**config.mk**
```make
export PLATFORM = sky130hd
export DESIGN_NAME = sys_time_idx_generator
export DESIGN_NICKNAME = d
export VERILOG_FILES = /design/src/rtl/sys_time_idx_generator_pkg.sv /design/src/rtl/sys_time_idx_generator_iter_divider.sv /design/src/rtl/sys_time_idx_generator.sv
export SDC_FILE = /design/constraint.sdc
export NUM_CORES = 1
export LEC_CHECK = 0
export BUFFER_PORTS_ARGS = -buffer_cell sky130_fd_sc_hd__buf_2
export CAP_MARGIN = 5
export CORE_AREA = 2 2 163 165
export DETAILED_ROUTE_END_ITERATION = 10
export DIE_AREA = 0 0 165 167
export PLACE_DENSITY = 0.77
export SLEW_MARGIN = 20
export SYNTH_ARGS = -nofsm -noshare
export SYNTH_HDL_FRONTEND = slang
export SYNTH_HIERARCHICAL = 1
export SYNTH_SLANG_ARGS = --single-unit
```
**constraint.sdc**
```tcl
create_clock -name CLK -period 3.2 [get_ports CLK]
set_clock_uncertainty 0.15 [all_clocks]
set_input_delay 0.32 -clock CLK [delete_from_list [all_inputs] [get_ports CLK]]
set_output_delay 0.32 -clock CLK [all_outputs]
set_load 0.05 [all_outputs]
```
**src/rtl/sys_time_idx_generator_pkg.sv**
```systemverilog
// sys_time_idx_generator_pkg: shared widths, settings limits and loop states for the index generator.
package sys_time_idx_generator_pkg;
    localparam int SYS_TIME_WIDTH = 61;
    localparam int DIV_WIDTH      = 32;
    localparam int IDX_WIDTH      = 16;
    localparam logic [DIV_WIDTH-1:0] FREQ_DIV_MIN = 32'd512;
    typedef enum logic [1:0] {IDLE, DIV_Q, DIV_M, OUT} state_e;
endpackage

```
**src/rtl/sys_time_idx_generator_iter_divider.sv**
```systemverilog
// iter_divider: restoring unsigned divider, one quotient bit per cycle, DONE exactly N_WIDTH cycles after START.
module iter_divider #(
    parameter int N_WIDTH = 61,
    parameter int D_WIDTH = 32
) (
    input  logic               CLK,
    input  logic               RST,
    input  logic               START,
    input  logic [N_WIDTH-1:0] N,
    input  logic [D_WIDTH-1:0] D,
    output logic [N_WIDTH-1:0] QUOT,
    output logic [D_WIDTH-1:0] REM,
    output logic               DONE
);
    localparam int CW = $clog2(N_WIDTH + 1);
    logic [N_WIDTH-1:0] n_q, n_d;
    logic [D_WIDTH-1:0] r_q, r_d, d_q, d_d;
    logic [CW-1:0]      cnt_q, cnt_d;
    logic [D_WIDTH:0]   r_sh, r_sub;
    logic               ge;
    // QUOT/REM show the result of the step taken this cycle, so they are final while DONE is high
    always_comb begin
        r_sh  = {r_q, n_q[N_WIDTH-1]};
        r_sub = r_sh - {1'b0, d_q};
        ge    = r_sh >= {1'b0, d_q};
        QUOT  = {n_q[N_WIDTH-2:0], ge};
        REM   = ge ? D_WIDTH'(r_sub) : D_WIDTH'(r_sh);
        DONE  = cnt_q == CW'(1);
        n_d   = n_q;
        r_d   = r_q;
        d_d   = d_q;
        cnt_d = cnt_q;
        if (START) begin
            n_d   = N;
            r_d   = '0;
            d_d   = D;
            cnt_d = CW'(N_WIDTH);
        end else if (cnt_q != '0) begin
            n_d   = QUOT;
            r_d   = REM;
            cnt_d = cnt_q - CW'(1);
        end
    end
    always_ff @(posedge CLK) begin
        if (RST) begin
            n_q   <= '0;
            r_q   <= '0;
            d_q   <= '0;
            cnt_q <= '0;
        end else begin
            n_q   <= n_d;
            r_q   <= r_d;
            d_q   <= d_d;
            cnt_q <= cnt_d;
        end
    end
endmodule

```
**src/rtl/sys_time_idx_generator.sv**
```systemverilog
// sys_time_idx_generator: IDX = (SYS_TIME / FREQ_DIV) mod (CYCLE+1), recomputed every 124 cycles
// with one shared iterative divider so all devices on the same SYS_TIME step in lockstep.
module sys_time_idx_generator
    import sys_time_idx_generator_pkg::*;
(
    input  logic                      CLK,
    input  logic                      RST,
    input  logic [SYS_TIME_WIDTH-1:0] SYS_TIME,
    input  logic                      UPDATE_SETTINGS,
    input  logic [DIV_WIDTH-1:0]      FREQ_DIV,
    input  logic [IDX_WIDTH-1:0]      CYCLE,
    output logic [IDX_WIDTH-1:0]      IDX,
    output logic                      IDX_VALID,
    output logic                      IDX_CHANGED,
    output logic                      BUSY
);
    state_e                    state_q, state_d;
    logic [IDX_WIDTH-1:0]      idx_q, idx_d, rem_q, rem_d, cycle_q, cycle_d, sh_cycle_q, sh_cycle_d;
    logic [DIV_WIDTH-1:0]      sh_fdiv_q, sh_fdiv_d;
    logic                      valid_q, valid_d, changed_q, changed_d;
    logic                      div_start, div_done;
    logic [SYS_TIME_WIDTH-1:0] div_n, div_quot;
    logic [DIV_WIDTH-1:0]      div_d, div_rem, modulus;
    logic [IDX_WIDTH:0]        cycle_p1;

    iter_divider #(.N_WIDTH(SYS_TIME_WIDTH), .D_WIDTH(DIV_WIDTH)) u_div (
        .CLK(CLK), .RST(RST), .START(div_start), .N(div_n), .D(div_d),
        .QUOT(div_quot), .REM(div_rem), .DONE(div_done)
    );

    assign cycle_p1    = {1'b0, cycle_q} + (IDX_WIDTH + 1)'(1);
    assign modulus     = DIV_WIDTH'(cycle_p1);
    assign IDX         = idx_q;
    assign IDX_VALID   = valid_q;
    assign IDX_CHANGED = changed_q;
    assign BUSY        = state_q != IDLE;

    // The divider latches its divisor at START, so it holds the active FREQ_DIV for the whole pass
    always_comb begin
        state_d    = state_q;
        idx_d      = idx_q;
        rem_d      = rem_q;
        cycle_d    = cycle_q;
        sh_fdiv_d  = sh_fdiv_q;
        sh_cycle_d = sh_cycle_q;
        valid_d    = 1'b0;
        changed_d  = 1'b0;
        div_start  = 1'b0;
        div_n      = SYS_TIME;
        div_d      = sh_fdiv_q;
        if (UPDATE_SETTINGS && FREQ_DIV >= FREQ_DIV_MIN) begin
            sh_fdiv_d  = FREQ_DIV;
            sh_cycle_d = CYCLE;
        end
        case (state_q)
            IDLE: begin
                div_start = 1'b1;
                cycle_d   = sh_cycle_q;
                state_d   = DIV_Q;
            end
            DIV_Q: begin
                div_start = div_done;
                div_n     = div_quot;
                div_d     = modulus;
                state_d   = div_done ? DIV_M : DIV_Q;
            end
            DIV_M: begin
                rem_d   = div_done ? IDX_WIDTH'(div_rem) : rem_q;
                state_d = div_done ? OUT : DIV_M;
            end
            default: begin
                idx_d     = rem_q;
                valid_d   = 1'b1;
                changed_d = rem_q != idx_q;
                state_d   = IDLE;
            end
        endcase
    end

    always_ff @(posedge CLK) begin
        if (RST) begin
            state_q    <= IDLE;
            idx_q      <= '0;
            rem_q      <= '0;
            cycle_q    <= '0;
            sh_fdiv_q  <= FREQ_DIV_MIN;
            sh_cycle_q <= '0;
            valid_q    <= 1'b0;
            changed_q  <= 1'b0;
        end else begin
            state_q    <= state_d;
            idx_q      <= idx_d;
            rem_q      <= rem_d;
            cycle_q    <= cycle_d;
            sh_fdiv_q  <= sh_fdiv_d;
            sh_cycle_q <= sh_cycle_d;
            valid_q    <= valid_d;
            changed_q  <= changed_d;
        end
    end
endmodule

```
After elaboration in Yosys (flattened, before gate mapping)
Cells that the tools add are included.

word-level totals
  output and inout bits = 19
  input port bits = 112
  logic and storage cells = 43
  register bits after elaboration = 231

operators by class
  order comparisons = 2
  reduce and logical (&&, ||, !) cells = 9
  $add $sub $neg = 3
  muxes and demuxes = 12
  equality and inequality tests = 4

operator list
  cell                                                   count
  2-to-1 mux 61 bit                                      3
  2-to-1 mux 32 bit                                      2
  >= comparator 33 x 32 -> 1 bit                         1
  >= comparator 32 x 10 -> 1 bit, second input constant  1
  subtractor 32 bit                                      1
  adder 16 x 1 -> 17 bit, second input constant          1
  != test 16 bit                                         1
  2-to-1 mux 6 bit                                       2
  == test 6 x 1 -> 1 bit, second input constant          1
  one-hot mux 2 bit (3 select lines)                     1
  nonzero test 6 bit                                     1
  subtractor 6 x 1 -> 6 bit, second input constant       1
  nonzero test 2 bit                                     2
  OR reduction 4 bit                                     1
  OR reduction 3 bit                                     1
  == test 2 x 1 -> 1 bit, second input constant          1
  == test 2 bit, second input constant                   1
  zero test 2 bit                                        1
  2-to-1 mux 1 bit                                       2
  2-to-1 mux 2 bit                                       1
  one-hot mux 1 bit (2 select lines)                     1
  AND reduction 2 bit                                    1
  OR reduction 2 bit                                     1
  logical AND 1 bit                                      1

Logic depth before layout (Yosys ltp)
  depth after elaboration = 3
  depth in mapped cells = 17
  mapped depth without buffers = 13

Modules after synthesis
The synthesis kept the hierarchy.

modules (own cells, without submodules)
  module                  instances  cells each  area an instance (sq um)  seq. area each (sq um)
  iter_divider            1          1079        8034.0                    2622.5
  sys_time_idx_generator  1          873         5926.9                    2001.9

Worst setup path after synthesis
Ideal clock, no wire load.

  kind = reg-to-reg
  start point = reg u_div.d_q[24]
  end point = reg u_div.r_q[3]
  arrival = 2.865 ns
  library setup time = 0.135 ns
  required time = 2.915 ns
  path slack = 0.051 ns
  clock period less this slack = 3.149 ns
  buffers on the path = 3
  cell stages (with the launch flop) = 15
  path through = dfxtp_1 > inv_1 > ha_1 > buf_6 > and3_1 > buf_6 > and3_4 > and4_4 > nand4_2 > a31oi_2 > a2111oi_4 > buf_6 > mux2_4 > nor2_1 > nor3_2

between the ends
  cells in the longest elaborated chain, start to end = 2

ends and longest elaborated chain
  item                            RTL line                                   text
  start, declared                 sys_time_idx_generator_iter_divider.sv:17  logic [D_WIDTH-1:0] r_q, r_d, d_q, d_d;
  start signal, assigned          sys_time_idx_generator_iter_divider.sv:48  d_q <= '0;
  start signal, assigned          sys_time_idx_generator_iter_divider.sv:53  d_q <= d_d;
  >= comparator 33 x 32 -> 1 bit  sys_time_idx_generator_iter_divider.sv:25  ge = r_sh >= {1'b0, d_q};
  2-to-1 mux 32 bit               sys_time_idx_generator_iter_divider.sv:27  REM = ge ? D_WIDTH'(r_sub) : D_WIDTH'(r_sh);
  net div_rem[3]                  sys_time_idx_generator.sv:23               logic [DIV_WIDTH-1:0] div_d, div_rem, modulus;
  end signal, assigned            sys_time_idx_generator_iter_divider.sv:52  r_q <= r_d;
  end, declared                   sys_time_idx_generator_iter_divider.sv:17

The timed path passes the listed nets, and every way through them passes these cells.
A chain may end at the register's enable or synchronous reset.

Worst setup path in the final report
  start point = reg u_div.d_q[24]
  end point = reg u_div.r_q[11]

Same word-level chain as after synthesis.

==> results.json <==
{
  "status": "completed",
  "total_leakage_power_uw": 0.006780,
  "slew_headroom_pct": 30.54,
  "switchingPower_uw": 5670,
  "grt_pass1_wl_mm": 59.42,
  "cp.required_ps": 3450,
  "firstDrtPassIters": 6,
  "p_int_uw": 8449,
  "cts.path.max_buffers": 3,
  "n_antenna_cell": 0,
  "grt-ovfl-total": 0,
  "fin_crit_ps": 3179,
  "antenna_found_initial": 0,
  "hold_path.class": "input port to flop",
  "placement_rows": 59,
  "pin_count": 131,
  "numPortBuffers": 130,
  "initial_core_util_pct": 54.10,
  "maxCapViolCount": 0,
  "grt_max_degree": 128,
  "numCtsBuffers": 25,
  "drv_slew": 0,
  "finalPower_uw": 14120,
  "routed_wl_mm": 36.17,
  "final-instance-count-excl-fill": 2390,
  "synthToLayoutAreaGrowth_pct": 16.64,
  "grt_pass1_vias": 12380,
  "crit_path_max_fanout": 11,
  "wl_met1_mm": 16.60,
  "yosys_warnings": 6,
  "highest-signal-layer": "met4",
  "syn-num-nets": 2094,
  "cts_tree": "yes",
  "placed_cells": 2254,
  "synth_area_per_cell_um2": 7.162,
  "netlist_instances": 1946,
  "pwr-share-seq_pct": 24.6,
  "die_y_um": 167,
  "nNetsFinal": 2188,
  "core_um2": 25760,
  "clkTransAtPathRegs_ps": 60,
  "antenna_violating_nets_post_route": 0,
  "avgViaCountPerCell": 5.646,
  "comb_power_share_pct": 55.3,
  "grt_usage_pct": 25.46,
  "met3_length_mm": 2.211,
  "swShare_pct": 40.16,
  "die_w_um": 165,
  "hold_ws_ps": 9.105,
  "preCtsSetupSlack_ps": -34.32,
  "power_frac_clock_pct": 20.0,
  "critical_path_class": "flop to flop",
  "synth_area_um2": 13940,
  "period_share_pct": 99.34,
  "hpwlAfterDp_mm": 23.22,
  "clk_latency_ps": 540,
  "drive_gt1_share_pct": 13.48,
  "gp_congestion": 0.9506,
  "first_iter_violations": 1228,
  "drc": 0,
  "setup_ws_ps": 21.08,
  "cp-end-kind": "flop",
  "vdd_drop_max_uv": 619.6,
  "fillers": 2163,
  "avgRoutedWirePerCell_um": 15.13,
  "finalSetupViolations": 0,
  "routed-wl-met2_mm": 16.43,
  "ctsHtreeMaxLevel": 1,
  "vias": 13500,
  "worst_pin_slew_ps": 1038,
  "timing.fmax_mhz": 314.6,
  "finalHoldViolCount": 0,
  "startpoint_type": "flop",
  "fp.dieArea_um2": 27560,
  "power_density_nw_per_um2": 868.6,
  "clock_sinks": 231,
  "cp.arrival_ps": 3430,
  "cts-root-buf": "clkbuf_16"
}
## placed cells by master, fill, tap and decap left out, types with 6 or more instances in the layout
master           n
nand2_1        517
a21oi_1        252
dfxtp_1        231
nor2_1         167
buf_2          129
dlygate4sd3_1   90
o21ai_0         48
inv_1           46
xnor2_1         39
nor3b_1         39
buf_4           38
mux2i_1         36
ha_1            33
and3_1          31
nor3_1          26
clkbuf_16       25
o311ai_1        23
and2_1          19
nand3_1         19
xor2_1          18
and4_1          16
a311o_1         15
o21a_1          11
nand4_1         10
a31oi_1         10
nand2b_1        10
mux2_4          10
buf_12           9
nor3_2           8
nor4_1           7
o211ai_1         7
o211a_1          7
mux2_2           7
a21o_1           6
## power by group through the flow
stage	Combinational, uW	Sequential (uW)	Clock, uW
finish	7810	3480	2830
global route	8430	3500	2980
CTS	7060	3460	2880
detailed placement	6890	3510	0
global placement	6790	3500	0
floorplan	5610	3410	0
## area by class of cell
class	instances	area (um^2)	area share (%)
clock inverter	9	90.09	0.5542
timing repair buffer	269	2046	12.58
inverter	49	187.7	1.155
clock buffer	33	705.7	4.341
multi-input combinational	1464	8183	50.34
tap	335	419.2	2.579
sequential	231	4624	28.45
## flip-flops by register name (all words and copies together) (netlist names)
register     cells
rem_q           16
sh_fdiv_q       32
u_div/cnt_q      6
IDX             16
state_q          2
u_div/d_q       32
IDX_VALID        1
IDX_CHANGED      1
u_div/n_q       61
sh_cycle_q      16
u_div/r_q       32
cycle_q         16
## repair_timing
action                                  CTS  global route
gates resized for setup                   3            26
pin swaps                                 0             5
hold endpoints to repair                 90             0
hold buffers                             90             0
setup buffers                             0             3
endpoints found under the setup margin   23            45
gates cloned                              0             1
## critical path: stages (launching register included)
cell	delay, ps
dfxtp_1	330
inv_1	50
ha_1	310
buf_4	170
nand3_1	90
o22ai_1	100
o41ai_2	260
o211a_1	260
a31oi_4	100
a2111oi_4	280
buf_4	210
buf_12	150
mux2_2	370
nor2_1	170
nor3_1	60
## metrics by stage
stage	util, %	cell area (um^2)	TNS (ps)
final	63.10	16260	0
after global routing	63.10	16260	-195.1
after CTS	62.52	16110	0
after detailed placement	55.92	14410	-114.2
after global placement	55.92	14410	0
after floorplan	-	13940	0
## final timing paths
| path | startpoint | to | slack, ps | cells past startpoint |
|---|---|---|---|---|
| worst min-delay path | FREQ_DIV[8] | sh_fdiv_q[8] | 9 | 4 |
| worst max-delay path | u_div/d_q[24] | u_div/r_q[11] | 20 | 14 |
| worst min register to register | rem_q[6] | IDX[6] | 320 | 2 |
| worst max register to register | u_div/d_q[24] | u_div/r_q[11] | 20 | 14 |
## metal layers
| layer | global-route usage (%) | vias to the layer above |
|---|---|---|
| li1 | - | 6724 |
| met1 | 36.46 | 6246 |
| met2 | 40.07 | 455 |
| met3 | 2.914 | 70 |
| met4 | 7.675 | 0 |
| met5 | 0 | - |
(Power assumes the default switching activity.)
